$ cat config.mk
export PLATFORM = sky130hd
export DESIGN_NAME = ioctl_upload_reader
export DESIGN_NICKNAME = d
export VERILOG_FILES = /design/src/rtl/ioctl_upload_reader.sv
export SDC_FILE = /design/constraint.sdc
export NUM_CORES = 1
export LEC_CHECK = 0
export ABC_CLOCK_PERIOD_IN_PS = 2650
export CAP_MARGIN = 20
export CORE_UTILIZATION = 42
export DETAILED_ROUTE_END_ITERATION = 8
export PLACE_DENSITY = 0.64
export SETUP_SLACK_MARGIN = 0.15
export SYNTH_ARGS = -nofsm -noshare
export SYNTH_HDL_FRONTEND = slang
export SYNTH_SLANG_ARGS = --single-unit
$ cat constraint.sdc
create_clock -name clk_sys -period 2.65 [get_ports clk_sys]
set_input_delay 0.53 -clock clk_sys [delete_from_list [all_inputs] [get_ports clk_sys]]
set_output_delay 0.53 -clock clk_sys [all_outputs]
set_load 0.005 [all_outputs]
$ cat src/rtl/ioctl_upload_reader.sv
// ioctl_upload_reader: serves image-RAM bytes to the HPS over the ioctl upload path.
// Keeps a one-byte prefetch of the next sequential address so that streaming reads
// complete in one cycle. Non-sequential or early requests are held off with ioctl_wait.
module ioctl_upload_reader #(
  parameter int unsigned ADDR_W  = 14,
  parameter int unsigned SIZE    = 16384,
  parameter int unsigned RAM_LAT = 2
) (
  input  logic              clk_sys,
  input  logic              reset_n,
  input  logic              ioctl_upload,
  input  logic              ioctl_rd,
  input  logic [26:0]       ioctl_addr,
  output logic [7:0]        ioctl_din,
  output logic              ioctl_wait,
  output logic [ADDR_W-1:0] ram_addr,
  output logic              ram_rd,
  input  logic [7:0]        ram_q,
  output logic              busy,
  output logic              done
);

  // One extra bit so a prefetch address equal to SIZE = 2^ADDR_W is representable.
  localparam int unsigned   PW    = ADDR_W + 1;
  localparam logic [PW-1:0] SizeP = PW'(SIZE);
  localparam logic [26:0]   SizeA = 27'(SIZE);
  localparam logic [2:0]    LatC  = 3'(RAM_LAT);

  localparam logic [1:0] StIdle     = 2'd0;
  localparam logic [1:0] StPrefetch = 2'd1;
  localparam logic [1:0] StReady    = 2'd2;
  localparam logic [1:0] StFetch    = 2'd3;

  logic [1:0]        state_q, state_d;
  logic [2:0]        cnt_q, cnt_d;
  logic [PW-1:0]     pf_addr_q, pf_addr_d;
  logic [7:0]        pf_data_q, pf_data_d;
  logic              pf_valid_q, pf_valid_d;
  logic              pend_q, pend_d;
  logic [26:0]       pend_addr_q, pend_addr_d;
  logic [PW-1:0]     fetch_addr_q, fetch_addr_d;
  logic [7:0]        din_q, din_d;
  logic              wait_q, wait_d;
  logic [ADDR_W-1:0] ram_addr_q, ram_addr_d;
  logic              ram_rd_q, ram_rd_d;
  logic              busy_q, busy_d;
  logic              done_q, done_d;
  logic              upload_q;

  logic              resolve;
  logic [7:0]        cur_data;
  logic              cur_valid;
  logic [26:0]       req_addr;
  logic              new_req;
  logic [PW-1:0]     pf_next;
  logic [PW-1:0]     fetch_next;

  // A strobe while ioctl_wait is high violates the protocol and is dropped.
  assign new_req    = ioctl_rd && !wait_q;
  assign req_addr   = pend_q ? pend_addr_q : ioctl_addr;
  assign pf_next    = pf_addr_q + 1'b1;
  assign fetch_next = fetch_addr_q + 1'b1;

  // Next-state logic: sequencing, request resolution, session abort.
  always_comb begin
    state_d      = state_q;
    cnt_d        = cnt_q;
    pf_addr_d    = pf_addr_q;
    pf_data_d    = pf_data_q;
    pf_valid_d   = pf_valid_q;
    pend_d       = pend_q;
    pend_addr_d  = pend_addr_q;
    fetch_addr_d = fetch_addr_q;
    din_d        = din_q;
    wait_d       = wait_q;
    ram_addr_d   = ram_addr_q;
    ram_rd_d     = 1'b0;
    busy_d       = busy_q;
    done_d       = 1'b0;
    resolve      = 1'b0;
    cur_data     = pf_data_q;
    cur_valid    = pf_valid_q;

    case (state_q)
      StIdle: begin
        if (ioctl_upload && !upload_q) begin
          ram_rd_d   = 1'b1;
          ram_addr_d = '0;
          pf_addr_d  = '0;
          pf_valid_d = 1'b0;
          cnt_d      = '0;
          busy_d     = 1'b1;
          state_d    = StPrefetch;
        end
      end
      StPrefetch: begin
        if (cnt_q == LatC) begin
          // Capture edge: a waiting or simultaneous request sees the fresh byte.
          cur_data   = ram_q;
          cur_valid  = 1'b1;
          pf_data_d  = ram_q;
          pf_valid_d = 1'b1;
          state_d    = StReady;
          resolve    = pend_q || new_req;
        end else begin
          cnt_d = cnt_q + 3'd1;
          if (new_req) begin
            pend_d      = 1'b1;
            pend_addr_d = ioctl_addr;
            wait_d      = 1'b1;
          end
        end
      end
      StReady: begin
        resolve = new_req;
      end
      StFetch: begin
        if (cnt_q == LatC) begin
          din_d  = ram_q;
          wait_d = 1'b0;
          if (fetch_next < SizeP) begin
            ram_rd_d   = 1'b1;
            ram_addr_d = fetch_next[ADDR_W-1:0];
            pf_addr_d  = fetch_next;
            pf_valid_d = 1'b0;
            cnt_d      = '0;
            state_d    = StPrefetch;
          end else begin
            pf_valid_d = 1'b0;
            state_d    = StReady;
          end
        end else begin
          cnt_d = cnt_q + 3'd1;
        end
      end
      default: state_d = StIdle;
    endcase

    if (resolve) begin
      pend_d = 1'b0;
      if (req_addr >= SizeA) begin
        // Out of range: constant fill, RAM and prefetch untouched.
        din_d  = 8'hFF;
        wait_d = 1'b0;
      end else if (cur_valid && (req_addr == 27'(pf_addr_q))) begin
        din_d      = cur_data;
        wait_d     = 1'b0;
        pf_valid_d = 1'b0;
        if (pf_next < SizeP) begin
          ram_rd_d   = 1'b1;
          ram_addr_d = pf_next[ADDR_W-1:0];
          pf_addr_d  = pf_next;
          cnt_d      = '0;
          state_d    = StPrefetch;
        end else begin
          state_d = StReady;
        end
      end else begin
        wait_d       = 1'b1;
        ram_rd_d     = 1'b1;
        ram_addr_d   = req_addr[ADDR_W-1:0];
        fetch_addr_d = {1'b0, req_addr[ADDR_W-1:0]};
        pf_valid_d   = 1'b0;
        cnt_d        = '0;
        state_d      = StFetch;
      end
    end

    // Session end overrides everything; ioctl_din keeps its last value.
    if ((state_q != StIdle) && !ioctl_upload) begin
      state_d    = StIdle;
      cnt_d      = '0;
      pf_valid_d = 1'b0;
      pend_d     = 1'b0;
      din_d      = din_q;
      wait_d     = 1'b0;
      ram_addr_d = ram_addr_q;
      ram_rd_d   = 1'b0;
      busy_d     = 1'b0;
      done_d     = 1'b1;
    end
  end

  // State and registered outputs.
  always_ff @(posedge clk_sys or negedge reset_n) begin
    if (!reset_n) begin
      state_q      <= StIdle;
      cnt_q        <= '0;
      pf_addr_q    <= '0;
      pf_data_q    <= '0;
      pf_valid_q   <= 1'b0;
      pend_q       <= 1'b0;
      pend_addr_q  <= '0;
      fetch_addr_q <= '0;
      din_q        <= '0;
      wait_q       <= 1'b0;
      ram_addr_q   <= '0;
      ram_rd_q     <= 1'b0;
      busy_q       <= 1'b0;
      done_q       <= 1'b0;
      // Reset high so an upload still asserted at reset release is not seen as a rise.
      upload_q     <= 1'b1;
    end else begin
      state_q      <= state_d;
      cnt_q        <= cnt_d;
      pf_addr_q    <= pf_addr_d;
      pf_data_q    <= pf_data_d;
      pf_valid_q   <= pf_valid_d;
      pend_q       <= pend_d;
      pend_addr_q  <= pend_addr_d;
      fetch_addr_q <= fetch_addr_d;
      din_q        <= din_d;
      wait_q       <= wait_d;
      ram_addr_q   <= ram_addr_d;
      ram_rd_q     <= ram_rd_d;
      busy_q       <= busy_d;
      done_q       <= done_d;
      upload_q     <= ioctl_upload;
    end
  end

  assign ioctl_din  = din_q;
  assign ioctl_wait = wait_q;
  assign ram_addr   = ram_addr_q;
  assign ram_rd     = ram_rd_q;
  assign busy       = busy_q;
  assign done       = done_q;

endmodule

## Word-level counts from Yosys, hierarchy flattened

Index checks and enable logic that the tools add are counted.

| cells by class | value |
|---|---|
| add/subtract/negate cells | 3 |
| order comparisons | 3 |
| equal/unequal tests | 9 |
| mux-type cells | 78 |
| bitwise operators | 3 |
| reductions and logical operators | 20 |

Operators with widths:

| cell | count |
|---|---|
| 2-to-1 mux 15 bit | 7 |
| 2-to-1 mux 14 bit | 7 |
| 2-to-1 mux 8 bit | 7 |
| less-than comparator 15 bit (second input constant) | 2 |
| 2-to-1 mux 1 bit | 30 |
| case mux 15 bit (2 select lines) | 1 |
| case mux 14 bit (2 select lines) | 1 |
| == test 27 x 15 -> 1 bit | 1 |
| greater-or-equal comparator 27 x 15 -> 1 bit (second input constant) | 1 |
| 2-to-1 mux 27 bit | 1 |
| 2-to-1 mux 3 bit | 9 |
| 2-to-1 mux 2 bit | 9 |
| adder 14 x 1 -> 15 bit (second input constant) | 1 |
| adder 15 x 1 -> 15 bit (second input constant) | 1 |
| != test 4 bit (second input constant) | 3 |
| case mux 3 bit (3 select lines) | 1 |
| AND reduction 3 bit | 3 |
| case mux 1 bit (2 select lines) | 3 |
| case mux 2 bit (3 select lines) | 1 |
| nonzero test 2 bit | 3 |
| nonzero test 3 bit | 2 |
| == test 2 bit (second input constant) | 2 |
| logical AND 1 bit | 4 |
| AND reduction 4 bit | 1 |
| other kinds (11) | 15 |

| word-level totals | value |
|---|---|
| flip-flop bits (word level) | 98 |
| bits of input ports | 39 |
| output and inout port bits | 26 |
| logic and storage cells | 131 |

## Logic depth before layout (Yosys ltp)

| depth | value |
|---|---|
| word-level depth | 10 |
| gate-level depth with buffers | 12 |
| mapped depth without buffers | 9 |

## Worst setup path before layout

Ideal clock, no wire load.

| timing | value |
|---|---|
| kind | flip-flop to flip-flop |
| from | register state_q[1] |
| to | register pf_addr_q[10] |
| library setup time | 126 ps |
| arrival | 2,496 ps |
| data required time | 2,524 ps |
| setup slack | 28 ps |
| stages on the path, launching flop included | 11 |
| buffers on the path | 1 |
| period minus slack after synthesis | 2,622 ps |
| cell sequence | dfrtp_1 inv_1 ha_1 clkbuf_2 nand3b_4 o21bai_1 a21boi_0 nand3_1 o31a_1 a21o_1 a221o_1 |

| between the ends | value |
|---|---|
| longest elaborated chain between the ends | 6 |
| elaborated cells between the ends (all ways) | 12 |
| classes of those cells | eq/ne: 3; mux: 7; reduce/logical: 2 |

RTL lines:

| element | line | text |
|---|---|---|
| start, declared | 34 | `logic [1:0] state_q, state_d;` |
| start signal, assigned | 187 | `state_q <= StIdle;` |
| start signal, assigned | 204 | `state_q <= state_d;` |
| == test 2 bit (tied with other cells) | 84 | `case (state_q)` |
| case mux 15 bit (2 select lines) or 2-to-1 mux 1 bit (tied branches) | 84 |  |
| 2-to-1 mux 15 bit or logical AND 1 bit (tied branches) | 149, 145 |  |
| 2-to-1 mux 15 bit | 145 | `end else if (cur_valid && (req_addr == 27'(pf_addr_q))) begin` |
| 2-to-1 mux 15 bit | 141 | `if (req_addr >= SizeA) begin` |
| 2-to-1 mux 15 bit * | 139 | `if (resolve) begin` |
| net pf_addr_d[10] | 36 | `logic [PW-1:0] pf_addr_q, pf_addr_d;` |
| end signal, assigned | 206 | `pf_addr_q <= pf_addr_d;` |
| end, declared | 36 |  |

The timed path passes the listed nets; every way through them passes the cells marked *.
A chain may end at the register's enable or synchronous reset.

## Worst setup path in the final report

| timing | value |
|---|---|
| from | register pend_q |
| to | register ram_addr_q[3] (netlist: ram_addr[3]) |

| between the ends | value |
|---|---|
| longest elaborated chain between the ends | 6 |
| elaborated cells between the ends (all ways) | 10 |
| classes of those cells | order compare: 1; eq/ne: 1; mux: 6; reduce/logical: 2 |

RTL lines:

| element | line | text |
|---|---|---|
| start, declared | 39 | `logic pend_q, pend_d;` |
| start signal, assigned | 209 | `pend_q <= pend_d;` |
| parallel branches: the longest is 5 deep, another holds greater-or-equal comparator 27 x 15 -> 1 bit | n/a |  |
| 2-to-1 mux 14 bit * | 139 |  |
| end signal, assigned | 214 | `ram_addr_q <= ram_addr_d;` |
| end, declared | 44 | `logic [ADDR_W-1:0] ram_addr_q, ram_addr_d;` |

Every way passes the cells marked *.

==> impl_metrics.toml <==
[grt]
antenna_found_initial = 0
grt_max_degree = 48
grt_overflow_total = 0
first_global_vias = 4698
grt_util_all_layers = 0.238
grt_pass1_wl_um = 24400

[synth]
syn_area_per_cell_um2 = 9.73
synth_edf_count = 0
ys_seq_elements = 98
ys_warn_count = 0
synthCells = 567
netlist_area_um2 = 5520
yosysUniqueCellTypes = 57
syn_nets = 615
synth-main-ff-cell = "dfrtp_1"
async_flop_share = 1.00
yosysSeqAreaShare = 0.445

[setup_path]
rr_startpoint = "pend_q$_DFFE_PN0P_"
crit_fanout = 8
arrival_ns = 2.76
path_class = "reg2reg"
worstReg2RegEnd = "ram_addr[3]$_DFFE_PN0N_"
ff2ff_path_depth = 8
crit_required_ns = 2.89
critPathLaunchType = "flip-flop"
cp-end-kind = "flip-flop"
crit_start = "pend_q$_DFFE_PN0P_"
rrSetupSlack_ns = 0.13
crit_path_end = "ram_addr[3]$_DFFE_PN0N_"

[final_layout]
stdcell_count = 874
fin_util = 0.607
diodes = 0
final_layout_size_suffix_gt1_frac = 0.295
nets = 745
syn_to_final_growth_pct = 40.0

[placement]
dp_hpwl_um = 11400
dpl.cell_count = 841
portBuffers = 64
gp_congestion = 0.881
place_ws_ns = -0.207

[cts]
cts_inserted_buffers = 9
clock-sinks = 98
clk_latency_ns = 0.35
cts_tree = "built"
clk_pin_slew_ns = 0.07
cts_buffer_depth = 2
htree_levels = 3
cts_root_buffer = "clkbuf_16"

[sta]
hold_violations = 0
fmax_mhz = 397
finClkSkew_ns = 0.00737
maxSlewViolCount = 0
rsz0062_at_grt = "yes"
tns_ns = 0
slew_headroom = 0.487
period_share = 0.951
post-route-worst-setup-slack_ns = 0.131
worstMarginPinSlew_ns = 0.766
setup_violations = 0
post-route-min-period_ns = 2.52

[floorplanning]
ios = 65
die_area_um2 = 13600
die_x_um = 117
core.rowCount = 41
core_area_um2 = 12700
die_y_um = 117
start_util = 0.434

[power]
p_leak_uw = 0.00320
power_density_nw_per_um2 = 750
ir_drop_mv = 0.490

[detailed_routing]
drc = 0
viasPerCell = 5.61
drt_first_pass_iters = 5
drt_iter0_markers = 461
vias = 4907
wl_um = 16200
wl_per_cell_um = 18.5
detail-route-antenna-nets = 0

[outcome]
status = "finished, final reports clean"

[flow_run]
maxCapViolations = 0

[min_path]
hold_class = "in2async"
==> what timing repair did <==
action                     CTS  global route
cloned                       0             7
gates resized for setup     10            74
setup endpoints to repair   28            46
pin swaps                    0            22
setup buffers                0            10
hold buffers                 0             0
==> Yosys cell counts, types with 4 or more instances <==
master / instances / area (µm²)
buf_2: 4 / 20.0
and4_1: 4 / 35.0
clkbuf_1: 22 / 82.6
nand2b_1: 5 / 31.3
nor4_1: 15 / 93.8
xnor2_1: 27 / 236
inv_1: 19 / 71.3
nor2_1: 40 / 150
a21o_1: 6 / 45.0
mux2_2: 37 / 417
nor3_1: 32 / 160
o21ai_0: 29 / 145
xor2_1: 13 / 114
nor2b_1: 5 / 31.3
a221o_1: 9 / 90.1
a21oi_1: 28 / 140
ha_1: 9 / 113
mux2i_1: 15 / 150
nand4_1: 9 / 56.3
nand3_1: 16 / 80.1
dfrtp_1: 97 / 2430
a211oi_1: 12 / 90.1
nand2_1: 56 / 210
==> power by group <==
part           leakage [µW]  switching (µW)  total (µW)  internal, µW
Sequential          0.00127             284        2170          1880
Clock              0.000131             574        1230           658
Combinational       0.00179            1110        2390          1280
Total               0.00320            1960        5790          3820
==> cell usage in the layout (no fill, tap or decap), types with 20 or more instances in the layout <==
cell,count
dfrtp_1,96
buf_4,69
clkdlybuf4s50_1,63
nand2_1,54
nor2_1,39
mux2_2,37
o21ai_0,28
nor3_1,27
a21oi_1,22
xnor2_1,20
==> per-stage QoR <==
step | hold WS [ns] | cell area (µm²) | total power, µW
final | 0.188 | 7720 | 5790
after global routing | 0.239 | 7720 | 6100
after CTS | 0.216 | 7110 | 5380
after detailed placement | 0.483 | 6800 | 4110
after global placement | 0.478 | 6800 | 4040
after floorplan | 0.234 | 5520 | 3270
==> layout make-up <==
| type | count | area, µm² |
|---|---|---|
| Tap cell | 172 | 215 |
| Clock inverter | 5 | 30.0 |
| Multi-Input combinational cell | 421 | 3270 |
| Sequential cell | 98 | 2450 |
| Timing Repair Buffer | 148 | 1430 |
| Clock buffer | 11 | 243 |
| Fill cell | 1090 | 5000 |
| Inverter | 19 | 71.3 |
==> registers in the layout, indices dropped and copies added (netlist names), 2 cells and up <==
signal / count
ram_addr: 14
pf_addr_q: 15
state_q: 2
ioctl_din: 8
pf_data_q: 8
fetch_addr_q: 14
cnt_q: 3
pend_addr_q: 27
==> worst max-delay path, cell delays in order, from the launching register on <==
cell and delay, ns:
dfrtp_2 0.47, clkbuf_16 0.22, nor4_4 0.29, nand3_2 0.14
a21o_1 0.21, or3_4 0.41, o2bb2ai_4 0.17, buf_6 0.15
a221o_1 0.34
==> worst min-delay path by stage <==
stage / from / endpoint / depth (start not counted)
finish: reset_n / fetch_addr_q[6]$_DFFE_PN0P_ / 1
global route: reset_n / fetch_addr_q[7]$_DFFE_PN0P_ / 1
CTS: reset_n / fetch_addr_q[9]$_DFFE_PN0P_ / 1
detailed placement: ram_addr[8]$_DFFE_PN0N_ / ram_addr[8]$_DFFE_PN0N_ / 2
global placement: pf_data_q[3]$_DFF_PN0_ / pf_data_q[3]$_DFF_PN0_ / 1
floorplan: reset_n / busy$_DFFE_PN0P_ / 0
==> routing by layer <==
metal | up-vias | global-route usage | wire length [µm]
li1 | 2298 | - | -
met1 | 2337 | 0.336 | 7300
met2 | 227 | 0.360 | 7340
met3 | 45 | 0.0410 | 1010
met4 | 0 | 0.103 | 531
met5 | - | 0 | 0
==> cells by family (layout without fill, tap and decap cells) <==
logic type	after synthesis	count (layout)	synth area share
buf+inv	48	183	0.0365
flops	98	98	0.445
xor+xnor	40	40	0.0635
fa+ha+maj	9	9	0.0204
simple gates	206	206	0.192
mux	55	55	0.112
compound gates	111	111	0.131
Power figures use the tool's default switching activity.
